$ cat src/rtl/pool_flatten_streamer.sv
// pool_flatten_streamer: buffers one pooled frame and streams it out one element per beat.
//
// Ports:
//   clk, reset_n  rising-edge clock, asynchronous active-low reset
//   i_in_valid    1-cycle pulse; i_in_fmap carries a full pooled frame
//   i_in_fmap     N elements, element k at [OF_BW*k +: OF_BW], k = (ci*P_SIZE+row)*P_SIZE+col
//   o_in_ready    combinational; a frame presented this cycle would be accepted
//   o_ot_valid    output beat valid
//   o_ot_data     current element, bit-exact copy of the captured element
//   o_ot_idx      flat index k of the current element
//   o_ot_last     high on beat k = N-1
//   i_ot_ready    consumer accepts the beat when o_ot_valid & i_ot_ready
//   o_drop_cnt    frames lost while not ready, saturating at 255
module pool_flatten_streamer #(
    parameter  int CI     = 3,
    parameter  int P_SIZE = 4,
    parameter  int OF_BW  = 16,
    localparam int N      = CI * P_SIZE * P_SIZE,
    localparam int IDX_BW = $clog2(N)
) (
    input  logic                  clk,
    input  logic                  reset_n,
    input  logic                  i_in_valid,
    input  logic [N*OF_BW-1:0]    i_in_fmap,
    output logic                  o_in_ready,
    output logic                  o_ot_valid,
    output logic [OF_BW-1:0]      o_ot_data,
    output logic [IDX_BW-1:0]     o_ot_idx,
    output logic                  o_ot_last,
    input  logic                  i_ot_ready,
    output logic [7:0]            o_drop_cnt
);
    localparam logic [IDX_BW-1:0] LAST_IDX = IDX_BW'(N - 1);

    typedef enum logic {IDLE, STREAM} state_t;

    state_t              state, state_n;
    logic [OF_BW-1:0]    frame_buf [N];
    logic                accept, hs, advance;
    logic [IDX_BW-1:0]   idx_inc, idx_n;
    logic [OF_BW-1:0]    data_n;
    logic                valid_n, last_n;

    // A new frame may land on the very edge that retires the final beat, giving zero bubbles.
    assign o_in_ready = (state == IDLE) | ((state == STREAM) & o_ot_last & i_ot_ready);
    assign accept     = i_in_valid & o_in_ready;
    assign hs         = o_ot_valid & i_ot_ready;
    assign advance    = hs & !o_ot_last;
    assign idx_inc    = o_ot_idx + 1'b1;

    always_ff @(posedge clk or negedge reset_n) begin
        if (!reset_n)
            state <= IDLE;
        else
            state <= state_n;
    end

    always_comb begin
        state_n = accept ? STREAM : (hs & o_ot_last) ? IDLE : state;
    end

    // Next values of the registered stream outputs; element 0 bypasses the buffer on accept.
    always_comb begin
        idx_n   = accept ? '0 : advance ? idx_inc : o_ot_idx;
        data_n  = accept ? i_in_fmap[OF_BW-1:0] : advance ? frame_buf[idx_inc] : o_ot_data;
        valid_n = (state_n == STREAM);
        last_n  = valid_n & (idx_n == LAST_IDX);
    end

    always_ff @(posedge clk or negedge reset_n) begin
        if (!reset_n) begin
            o_ot_valid <= 1'b0;
            o_ot_data  <= '0;
            o_ot_idx   <= '0;
            o_ot_last  <= 1'b0;
        end else begin
            o_ot_valid <= valid_n;
            o_ot_data  <= data_n;
            o_ot_idx   <= idx_n;
            o_ot_last  <= last_n;
        end
    end

    always_ff @(posedge clk or negedge reset_n) begin
        if (!reset_n) begin
            for (int i = 0; i < N; i++)
                frame_buf[i] <= '0;
        end else if (accept) begin
            for (int i = 0; i < N; i++)
                frame_buf[i] <= i_in_fmap[OF_BW*i +: OF_BW];
        end
    end

    always_ff @(posedge clk or negedge reset_n) begin
        if (!reset_n)
            o_drop_cnt <= '0;
        else if (i_in_valid & !o_in_ready & (o_drop_cnt != 8'hFF))
            o_drop_cnt <= o_drop_cnt + 8'd1;
    end
endmodule
$ cat config.mk
export PLATFORM = sky130hd
export DESIGN_NAME = pool_flatten_streamer
export DESIGN_NICKNAME = d
export VERILOG_FILES = /design/src/rtl/pool_flatten_streamer.sv
export SDC_FILE = /design/constraint.sdc
export NUM_CORES = 2
export LEC_CHECK = 0
export CAP_MARGIN = 20
export CORE_ASPECT_RATIO = 0.7
export CORE_UTILIZATION = 40
export DETAILED_ROUTE_END_ITERATION = 10
export PLACE_DENSITY = 0.67
export SETUP_SLACK_MARGIN = 0.5
export SYNTH_ARGS = -nofsm -noshare
export SYNTH_HDL_FRONTEND = slang
export SYNTH_SLANG_ARGS = --single-unit
$ cat constraint.sdc
create_clock -name clk -period 3.8 [get_ports clk]
set_input_delay 0.76 -clock clk [delete_from_list [all_inputs] [get_ports clk]]
set_output_delay 0.76 -clock clk [all_outputs]
set_load 0.02 [all_outputs]
==> results.ini <==
[power]
power_mw=28.26
power_frac_seq_pct=36.7
combPwrFrac_pct=33.6
p_sw_mw=9.505
powerDensity_nw_per_um2=573.9
ir_drop_mv=0.3337
p_leak_nw=23.85
switching_share_pct=33.63
p_int_mw=18.75
power_frac_clock_pct=29.7

[status]
status=complete, no violations

[place]
hpwl_microns=101100
port_buffers=804
place_congestion=0.8777

[layout]
layout.nets=5446
multi_input_area_sq_um=15420
drive_gt1_share_pct=10.15
n_fill_cell=8063
utilization_pct=54.56
area_growth_syn_to_layout_pct=34.67
regArea_sq_um=20020

[sta]
hold_viol_final=0
rsz0062_at_grt=no
fin_skew_ns=0.02443
period_minus_slack_ns=3.210
worst_pin_slew_ns=1.146
tns_ns=0
setup-violations-final=0
max-slew-margin-rel_pct=23.59
slew_violations=0
holdWs_ns=0.1758
max_freq_ghz=0.3115
timing.final.crit_share_pct=84.47

[synthesis]
synth_mux_area_share_pct=13.75
synth_area_leaders=dfrtp_1 55%, nand2_1 24%, mux4_2 11%
syn_area_sq_um=36560
synth_edf_count=0
synth_compound_area_share_pct=1.605
synthFlopType=dfrtp_1
synth_top_cell_by_area=dfrtp_1
post_synth.cell_area_avg_sq_um=9.339
yosysMostFrequentCell=nand2_1
synthCells=3915
yosys.area_share.xor_xnor_pct=0.4894
ys_warn_count=0
yosys-top-cells-count=2383 x nand2_1, 800 x dfrtp_1, 186 x mux4_2
synth-async-reset-ratio_pct=100.0
synth_cell_types=50
synth_top_area_share_pct=54.75
post_synth_and_or_nand_nor_area_fraction_pct=26.06
synthAdderAreaFrac_pct=0.06844
synth-seq-cells=800
synth_top_family_by_area=simple AND/OR/NAND/NOR gates
synth_nets=4689
synth-seq-area-share_pct=54.75

[drt]
via_per_inst=5.135
firstDrtPassIters=5
wl_per_cell_microns=22.52
ant_nets=0
routed_wl_microns=134900
num_vias=30753
drt-initial-drc-count=2904
drcViolationCount=0

[clocking]
clkLatencyLatePin_ns=0.65
cts.reportedPaths.clkPinSlew_ns=0.06
cts.sinks=800
postCtsHoldBufs=0
cts_buffers=82
htreeDepth=3
cts_tree=built
cts_buffer_depth=3
cts-root-buf=clkbuf_16

[grt]
overflow=0
grt_pass1_vias=30571
grt_pass1_wl_microns=196600
grt_max_degree=100
grt_usage_pct=28.78
antenna_found_initial=33

[floorplanning]
die_height_microns=255.0
io_pins=805
core_sq_um=90250
num_rows=92
dieArea_sq_um=92640
die_x_microns=363.4
start_util_pct=40.51

[setup_path]
start_kind=flop
required_ns=4.31
endpoint_kind=flop
r2r_slack_ns=0.59
crit_type=reg -> reg
crit_fanout=47
arrival_ns=3.72

[job]
cap_viol_max_count=0

[worst_hold_path]
hp-class=in -> async

-- path summary, 6_finish.rpt --
kind | start | endpoint | cells after the start
setup / recovery | o_ot_idx[2]$_DFF_PN0_ | o_ot_data[8]$_DFFE_PN0P_ | 7
hold / removal | reset_n | frame_buf[149]$_DFFE_PN0P_ | 1
setup reg to reg | o_ot_idx[2]$_DFF_PN0_ | o_ot_data[8]$_DFFE_PN0P_ | 7
hold reg to reg | frame_buf[243]$_DFFE_PN0P_ | frame_buf[243]$_DFFE_PN0P_ | 2
max in group asynchronous | reset_n | o_ot_data[5]$_DFFE_PN0P_ | 3
min in group clk | frame_buf[243]$_DFFE_PN0P_ | frame_buf[243]$_DFFE_PN0P_ | 2
-- layout make-up --
| class | instances | share of cell area, % |
|---|---|---|
| diodes | 27 | 0.1372 |
| flip-flops and latches | 800 | 40.67 |
| well taps | 1222 | 3.105 |
| inverters | 2 | 0.01525 |
| repair buffers | 921 | 19.19 |
| clock buffers | 109 | 4.599 |
| clock inverters | 43 | 0.9783 |
| multi-input cells | 2865 | 31.31 |
-- state kept, by name, indices dropped and copies added, names as in the netlist --
name,count
o_ot_last,1
o_ot_data,16
o_ot_valid,1
frame_buf,768
o_ot_idx,6
o_drop_cnt,8
-- logic make-up after synthesis --
logic type,after synthesis
muxes,266
and+or+nand+nor,2480
xor gates and xnor gates,17
AOI/OAI and AO/OA,100
DFF,800
buffers and inverters,250
adders and majority gates,2
-- per-stage QoR --
step	setup slack (ns)	cells	cell area, sq um
final	0.5900	5989	49240
after global routing	0.5029	5982	49220
after CTS	0.6069	5956	49090
after detailed placement	0.4394	5804	46340
after global placement	0.4453	5804	46340
after floorplan	1.407	3915	36560
-- routing by layer --
layer	part of all wire, %	GRT usage [%]	up-vias	wire length (microns)
li1	-	-	14114	-
met2	46	44.13	1053	61810
met5	0.082	0	-	110
met4	2.1	7.788	18	2849
met1	45	41.69	15386	60960
met3	6.8	5.824	182	9154
-- layout by cell type (no fill, tap or decap), types with 3 or more instances in the layout --
cell type	instances
nand2_1	2383
clkdlybuf4s50_1	803
dfrtp_1	798
mux4_2	186
clkbuf_16	83
buf_4	75
mux2i_1	48
nand3_1	42
buf_12	41
o22ai_1	28
diode_2	27
o21ai_1	26
mux2_2	24
o21ai_0	23
clkinv_2	22
clkbuf_1	17
nand4b_1	14
clkbuf_8	9
nor2_1	8
xnor2_1	8
bufinv_16	8
a21oi_1	7
clkinvlp_4	7
nand4_1	6
mux2_1	6
xnor2_2	5
and3_1	5
nor2b_1	4
nand3b_1	3
a22oi_1	3
inv_6	3
-- repair_timing --
item	4_1_cts	5_1_grt
resized for setup	1	2
buffers inserted	0	6
pin swaps	0	1
setup endpoints to repair	1	3
-- power by group through the flow --
| stage | clock network [mW] | registers (mW) | logic [mW] |
|---|---|---|---|
| 6_report | 8.40 | 10.4 | 9.49 |
| 2_1_floorplan | 0 | 10.4 | 5.05 |
| 3_3_place_gp | 0 | 10.5 | 9.31 |
| 4_1_cts | 8.53 | 10.4 | 9.44 |
| 3_5_place_dp | 0 | 10.5 | 9.40 |
| 5_1_grt | 8.86 | 10.5 | 10.1 |
-- worst max-delay path: stages (launching register included) --
cell	delay (ns)
dfrtp_1	0.76
nand3_1	0.32
xnor2_2	0.27
buf_12	0.33
mux2i_1	0.70
o22ai_1	0.34
o21ai_1	0.20
o21ai_1	0.09
No activity file was read; power rests on OpenSTA's default activity.
